--- config.mk ---
export PLATFORM = sky130hd
export DESIGN_NAME = mux4_rr_scheduler_flat
export DESIGN_NICKNAME = d
export VERILOG_FILES = /design/src/rtl/mux4_rr_scheduler_pkg.sv /design/src/rtl/mux4_rr_scheduler_if.sv /design/src/rtl/mux4_rr_scheduler_rr_pick4.sv /design/src/rtl/mux4_rr_scheduler.sv /design/src/flat_wrapper.sv
export SDC_FILE = /design/constraint.sdc
export NUM_CORES = 1
export LEC_CHECK = 0
export CORE_UTILIZATION = 40
export CTS_CLUSTER_DIAMETER = 200
export DETAILED_ROUTE_END_ITERATION = 10
export PLACE_DENSITY = 0.78
export SYNTH_ARGS = -nofsm -noshare
export SYNTH_HDL_FRONTEND = slang
export SYNTH_HIERARCHICAL = 1
export SYNTH_SLANG_ARGS = --single-unit
--- constraint.sdc ---
create_clock -name clk -period 2.3 [get_ports clk]
set_input_delay 0.575 -clock clk [delete_from_list [all_inputs] [get_ports clk]]
set_output_delay 0.575 -clock clk [all_outputs]
set_load 0.03 [all_outputs]
--- src/rtl/mux4_rr_scheduler_pkg.sv ---
// Shared constants, state type and helpers for the 4-channel round-robin mux scheduler.
package mux_sched_pkg;
   localparam int NCH   = 4;
   localparam int SEL_W = 2;

   typedef enum logic [0:0] {
      IDLE  = 1'b0,
      GRANT = 1'b1
   } sched_state_t;

   function automatic logic [NCH-1:0] onehot(input logic [SEL_W-1:0] idx);
      return NCH'(1) << idx;
   endfunction
endpackage

--- src/rtl/mux4_rr_scheduler_if.sv ---
// Requester/scheduler bundle: request and data lines in, grant, selects, gated data and debug state out.
interface mux4_rr_scheduler_if
   import mux_sched_pkg::*;
#(
   parameter int DATA_W   = 1,
   parameter int MAX_HOLD = 8
);
   localparam int HC_W = $clog2(MAX_HOLD) + 1;

   // req is level-sampled at each rising edge with no ready/ack; out carries data only
   // in cycles where out_valid is high and is all zeros otherwise.
   logic [NCH-1:0]    req;
   logic [DATA_W-1:0] a;
   logic [DATA_W-1:0] b;
   logic [DATA_W-1:0] c;
   logic [DATA_W-1:0] d;
   logic [NCH-1:0]    gnt;
   logic              s0;
   logic              s1;
   logic [DATA_W-1:0] out;
   logic              out_valid;
   sched_state_t      state;
   logic [SEL_W-1:0]  ptr;
   logic [HC_W-1:0]   hold_cnt;

   modport master (
      output req, a, b, c, d,
      input  gnt, s0, s1, out, out_valid, state, ptr, hold_cnt
   );

   modport slave (
      input  req, a, b, c, d,
      output gnt, s0, s1, out, out_valid, state, ptr, hold_cnt
   );
endinterface

--- src/rtl/mux4_rr_scheduler_rr_pick4.sv ---
// Combinational round-robin picker: first requesting channel at or after ptr, wrapping 3->0.
module rr_pick4
   import mux_sched_pkg::*;
(
   input  logic [NCH-1:0]   req,
   input  logic [SEL_W-1:0] ptr,
   output logic [SEL_W-1:0] winner,
   output logic             any
);
   logic [SEL_W-1:0] idx;

   // Scanning from the farthest offset down lets the nearest requester overwrite the result.
   always_comb begin
      winner = '0;
      any    = 1'b0;
      idx    = '0;
      for (int i = NCH - 1; i >= 0; i--) begin
         idx = ptr + SEL_W'(i);
         if (req[idx]) begin
            winner = idx;
            any    = 1'b1;
         end
      end
   end
endmodule

--- src/rtl/mux4_rr_scheduler.sv ---
// Round-robin scheduler driving a shared 4:1 mux with bounded grant hold and gated output data.
module mux4_rr_scheduler
   import mux_sched_pkg::*;
#(
   parameter int DATA_W   = 1,
   parameter int MAX_HOLD = 8
) (
   input logic                clk,
   input logic                rst_n,
   mux4_rr_scheduler_if.slave bus
);
   localparam int              HC_W      = $clog2(MAX_HOLD) + 1;
   localparam logic [HC_W-1:0] HOLD_LAST = HC_W'(MAX_HOLD - 1);

   sched_state_t     state_q;
   logic [NCH-1:0]   gnt_q;
   logic [SEL_W-1:0] sel_q;
   logic [SEL_W-1:0] ptr_q;
   logic [HC_W-1:0]  hold_q;

   logic [SEL_W-1:0] pick_ptr;
   logic [SEL_W-1:0] winner;
   logic             any;
   logic             keep;

   // While granted the picker only matters on release, when the search restarts after the owner.
   assign pick_ptr = (state_q == GRANT) ? sel_q + SEL_W'(1) : ptr_q;
   assign keep     = bus.req[sel_q] && (hold_q < HOLD_LAST);

   rr_pick4 u_pick (
      .req    (bus.req),
      .ptr    (pick_ptr),
      .winner (winner),
      .any    (any)
   );

   always_ff @(posedge clk) begin
      if (!rst_n) begin
         state_q <= IDLE;
         gnt_q   <= '0;
         sel_q   <= '0;
         ptr_q   <= '0;
         hold_q  <= '0;
      end else begin
         case (state_q)
            IDLE: begin
               if (any) begin
                  gnt_q   <= onehot(winner);
                  sel_q   <= winner;
                  hold_q  <= '0;
                  state_q <= GRANT;
               end
            end
            GRANT: begin
               if (keep) begin
                  hold_q <= hold_q + HC_W'(1);
               end else begin
                  ptr_q  <= sel_q + SEL_W'(1);
                  hold_q <= '0;
                  if (any) begin
                     gnt_q <= onehot(winner);
                     sel_q <= winner;
                  end else begin
                     gnt_q   <= '0;
                     state_q <= IDLE;
                  end
               end
            end
            default: begin
               state_q <= IDLE;
               gnt_q   <= '0;
               hold_q  <= '0;
            end
         endcase
      end
   end

   always_comb begin
      bus.out = '0;
      if (|gnt_q) begin
         case (sel_q)
            2'd0:    bus.out = bus.a;
            2'd1:    bus.out = bus.b;
            2'd2:    bus.out = bus.c;
            default: bus.out = bus.d;
         endcase
      end
   end

   assign bus.gnt       = gnt_q;
   assign bus.s0        = sel_q[0];
   assign bus.s1        = sel_q[1];
   assign bus.out_valid = |gnt_q;
   assign bus.state     = state_q;
   assign bus.ptr       = ptr_q;
   assign bus.hold_cnt  = hold_q;
endmodule

--- src/flat_wrapper.sv ---
// flat-port wrapper written by rule: the top's interface ports become plain ports
module mux4_rr_scheduler_flat import mux_sched_pkg::*;
#(
   parameter int DATA_W   = 1,
   parameter int MAX_HOLD = 8
)
  (clk, rst_n, bus_req, bus_a, bus_b, bus_c, bus_d, bus_gnt, bus_s0, bus_s1, bus_out, bus_out_valid, bus_state, bus_ptr, bus_hold_cnt);
  mux4_rr_scheduler_if #(.DATA_W(DATA_W), .MAX_HOLD(MAX_HOLD)) bus_i ();
  input logic clk;
  input logic rst_n;
  input wire logic [$bits(bus_i.req)-1:0] bus_req;
  input wire logic [$bits(bus_i.a)-1:0] bus_a;
  input wire logic [$bits(bus_i.b)-1:0] bus_b;
  input wire logic [$bits(bus_i.c)-1:0] bus_c;
  input wire logic [$bits(bus_i.d)-1:0] bus_d;
  output wire logic [$bits(bus_i.gnt)-1:0] bus_gnt;
  output wire logic [$bits(bus_i.s0)-1:0] bus_s0;
  output wire logic [$bits(bus_i.s1)-1:0] bus_s1;
  output wire logic [$bits(bus_i.out)-1:0] bus_out;
  output wire logic [$bits(bus_i.out_valid)-1:0] bus_out_valid;
  output wire logic [$bits(bus_i.state)-1:0] bus_state;
  output wire logic [$bits(bus_i.ptr)-1:0] bus_ptr;
  output wire logic [$bits(bus_i.hold_cnt)-1:0] bus_hold_cnt;
  assign bus_i.req = bus_req;
  assign bus_i.a = bus_a;
  assign bus_i.b = bus_b;
  assign bus_i.c = bus_c;
  assign bus_i.d = bus_d;
  assign bus_gnt = bus_i.gnt;
  assign bus_s0 = bus_i.s0;
  assign bus_s1 = bus_i.s1;
  assign bus_out = bus_i.out;
  assign bus_out_valid = bus_i.out_valid;
  assign bus_state = bus_i.state;
  assign bus_ptr = bus_i.ptr;
  assign bus_hold_cnt = bus_i.hold_cnt;
  mux4_rr_scheduler #(.DATA_W(DATA_W), .MAX_HOLD(MAX_HOLD)) u_core (.clk(clk), .rst_n(rst_n), .bus(bus_i));
endmodule
==> metrics.md <==
| Metric | Value |
|---|---|
| Antenna cell count | `0` |
| Number of cells produced by synthesis | `83` |
| Total power of the final layout | `0.716 mW` |
| Number of cell instances on the worst register-to-register path | `9` |
| Clock slew seen by the registers of the worst setup and hold paths | `0.08 ns` |
| Die Ht | `45.3 microns` |
| Leak pwr | `0.507 nW` |
| Share of the synthesized area in the top cell type | `34.7%` |
| Worst hold slack across all endpoints | `0.485 ns` |
| Register-to-register setup slack | `0.28 ns` |
| Global-route usage over all layers | `20.2%` |
| Required time reported for the critical path endpoint | `1.73 ns` |
| Average detailed-routed wire length per instance | `12.6 microns` |
| Post-synthesis sequential element count | `13` |
| Crit Path Max Fanout | `1` |
| First-pass iteration count of the detailed router | `4` |
| Category of the worst setup path capture point | `output pin` |
| Worst setup path start | `bus_b` |
| Total of endpoints with negative setup slack in the final report | `0` |
| Result of the run | `complete, no violations` |
| Hold violation count in the final report | `0` |
| Post-detailed-route DRC marker count | `0` |
| Initial antenna violation count | `0` |
| Post-synthesis area per instance | `9.03 sq um` |
| Quantity of hold-fixing buffers added after cts | `0` |
| Critical path startpoint category | `primary input` |
| Wire length of the first global-routing pass | `3040 microns` |
| Synth-to-layout area growth | `54.4%` |
| Most frequent cells in the layout | `20 x sky130_fd_sc_hd__clkdlybuf4s50_1, 14 x sky130_fd_sc_hd__buf_4, 12 x sky130_fd_sc_hd__nand2_1` |
| Worst EP arrival | `1.60 ns` |
| Max IR drop VDD | `0.471 mV` |
| Achievable Freq | `459 MHz` |
| Synthesized Nets | `98` |
| Detail Placement HPWL | `1400 microns` |
| Routability congestion estimate | `0.812` |
| Share of synthesized area occupied by flip-flops and latches | `34.7%` |
| Total routed wirelength | `1860 microns` |
| Via count of the first global-routing pass | `723` |
| # port buffers | `24` |
| Net total in the final layout | `139` |
| Number of pins with negative max-slew slack in the final report | `0` |
| Post-Route Skew | `0.00129 ns` |
| Unique masters post-synth | `28` |
| TritonCTS clock tree | `done` |
| Leading cell type in the layout, fill and taps excluded | `sky130_fd_sc_hd__clkdlybuf4s50_1` |
| Core Util, Final | `66.3%` |
| Non-Filler Cell Area, Final | `1160 sq um` |
| Final cycle utilization of the critical path | `94.7%` |
| Share of cells above drive strength 1 | `22.8%` |
| Initial Utilization | `42.9%` |
| Headroom to the max-slew limit | `74.4%` |
| Number of max-cap violations | `0` |
| Maximum number of pins on one net before global-route repair | `10` |
| Std cell rows | `15` |
| Setup repair after global routing missed its margin | `no` |
| Width of the die | `45.3 microns` |
| Launching point of the worst reg2reg path | `u_core/sel_q[1]$_SDFFE_PN0P_` |
| Area of placed instances | `1120 sq um` |
| Post-DR vias/cell | `5.22` |
| Yosys Warn Count | `6` |
| Total negative slack for setup checks | `0 ns` |
| Total overflow reported by the global router | `0` |
| Clock insertion delay at the later pin of the skew report | `0.28 ns` |
| Die Outline Area | `2050 sq um` |
| Count of nets left with antenna violations after detail routing | `0` |
| Min-Delay Path Class | `register to register` |
| Number of synthesized flops with an enable pin | `0` |
| Level count of the clock H-tree | `1` |
| Detailed router's first-iteration violation count | `17` |
| Clock tree root driver cell | `sky130_fd_sc_hd__clkbuf_4` |
| Core outline area | `1750 sq um` |
| Crit path capture | `bus_out` |
| Cell area after synthesis | `749 sq um` |
| Total clock sinks | `13` |
| Largest cells by area after synthesis | `sky130_fd_sc_hd__dfxtp_1 35%, sky130_fd_sc_hd__ha_1 8.3%, sky130_fd_sc_hd__nand2_1 6.0%, sky130_fd_sc_hd__mux2i_1 5.3%, sky130_fd_sc_hd__mux2_2 4.5%` |
| Top flip-flop cell by instance count after synthesis | `sky130_fd_sc_hd__dfxtp_1` |
| Maximum buffer depth of the clock tree | `2` |
| Worst hold start | `u_core/bus.ptr[1]$_SDFFE_PN0P_` |
| Number of top-level design ports | `25` |
| Power per Cell Area | `619 nW/um^2` |
| Largest area contributor in the netlist | `sky130_fd_sc_hd__dfxtp_1` |
| Actual slew at the worst max-slew pin | `0.383 ns` |
| Worst flop-to-flop path endpoint | `u_core/bus.gnt[2]$_SDFFE_PN0P_` |
| Via count | `773` |
| Final min period | `2.18 ns` |
| CP Class | `primary input to output pin` |
| Synth async-reset ratio | `0%` |
| Number of buffers created by CTS | `3` |
[kinds of logic (layout without fill, tap and decap cells)]
group	count (synthesis)	in the layout	synth area share (%)
adder cells (fa/ha/maj)	5	5	8.35
multiplexers	8	8	12.9
AO/OA/AOI/OAI	21	21	21.9
AND/OR/NAND/NOR	30	30	19.2
flip-flops	13	13	34.7
buffers and inverters	6	46	3.00
[per-layer routing]
layer	vias to the layer above	share of wire (%)	global-route usage, %
li1	390	-	-
met1	365	47	24.9
met2	18	49	33.9
met3	0	4.3	6.40
met4	0	0	4.85
met5	-	0	0
[synthesized netlist by cell type (3+ instances only)]
| cell | n |
|---|---|
| sky130_fd_sc_hd__a32o_1 | 3 |
| sky130_fd_sc_hd__and2_1 | 3 |
| sky130_fd_sc_hd__dfxtp_1 | 13 |
| sky130_fd_sc_hd__ha_1 | 5 |
| sky130_fd_sc_hd__inv_1 | 4 |
| sky130_fd_sc_hd__mux2_2 | 3 |
| sky130_fd_sc_hd__mux2i_1 | 4 |
| sky130_fd_sc_hd__nand2_1 | 12 |
| sky130_fd_sc_hd__nor2_1 | 6 |
| sky130_fd_sc_hd__o21ai_0 | 4 |
[where the power goes]
part	total, mW	internal, mW	switching (mW)	leakage [nW]
logic	0.307	0.144	0.163	0.384
registers	0.264	0.247	0.0179	0.107
clock network	0.144	0.0673	0.0768	0.0150
total	0.716	0.458	0.258	0.507
[through the flow]
step / instances / setup slack (ns)
4_1_cts: 148 / 0.00298
2_1_floorplan: 83 / 0.0541
6_report: 148 / 0.123
3_5_place_dp: 144 / -0.416
5_1_grt: 148 / 0.00578
3_3_place_gp: 144 / -0.416
[sequential cells by signal, summed over array words and instances, names as in the netlist]
signal	flops
u_core/bus.gnt	4
u_core/sel_q	2
u_core/bus.ptr	2
u_core/bus.state	1
u_core/bus.hold_cnt	4
[timing repair]
item                                    4_1_cts  5_1_grt
resized for setup                             7        9
pin swaps                                     0        3
cloned                                        0        0
setup buffers                                 0        0
endpoints found under the setup margin        2        1
[worst max-delay path, stage by stage]
cell	delay [ns]
sky130_fd_sc_hd__clkdlybuf4s50_1	0.39
sky130_fd_sc_hd__a222oi_1	0.22
sky130_fd_sc_hd__o21ai_1	0.12
sky130_fd_sc_hd__and2_1	0.16
sky130_fd_sc_hd__buf_6	0.14
[how the worst min path moves through the flow]
stage                                                to  slack [ns]  depth (start not counted)
global placement         u_core/bus.ptr[0]$_SDFFE_PN0P_        0.46                          2
CTS                      u_core/bus.ptr[1]$_SDFFE_PN0P_        0.49                          2
global route             u_core/bus.gnt[3]$_SDFFE_PN0P_        0.50                          1
finish                   u_core/bus.ptr[1]$_SDFFE_PN0P_        0.49                          2
floorplan           u_core/bus.hold_cnt[3]$_SDFFE_PN0P_        0.59                          2
detailed placement       u_core/bus.gnt[3]$_SDFFE_PN0P_        0.47                          1
[area by class of cell]
| cell class | instances | area [sq um] |
|---|---|---|
| fill | 139 | 588 |
| multi-input combinational | 64 | 469 |
| timing repair buffer | 38 | 350 |
| sequential | 13 | 265 |
| tap | 25 | 31.3 |
| clock buffer | 4 | 26.3 |
| inverter | 4 | 15.0 |
(Power assumes the default switching activity.)
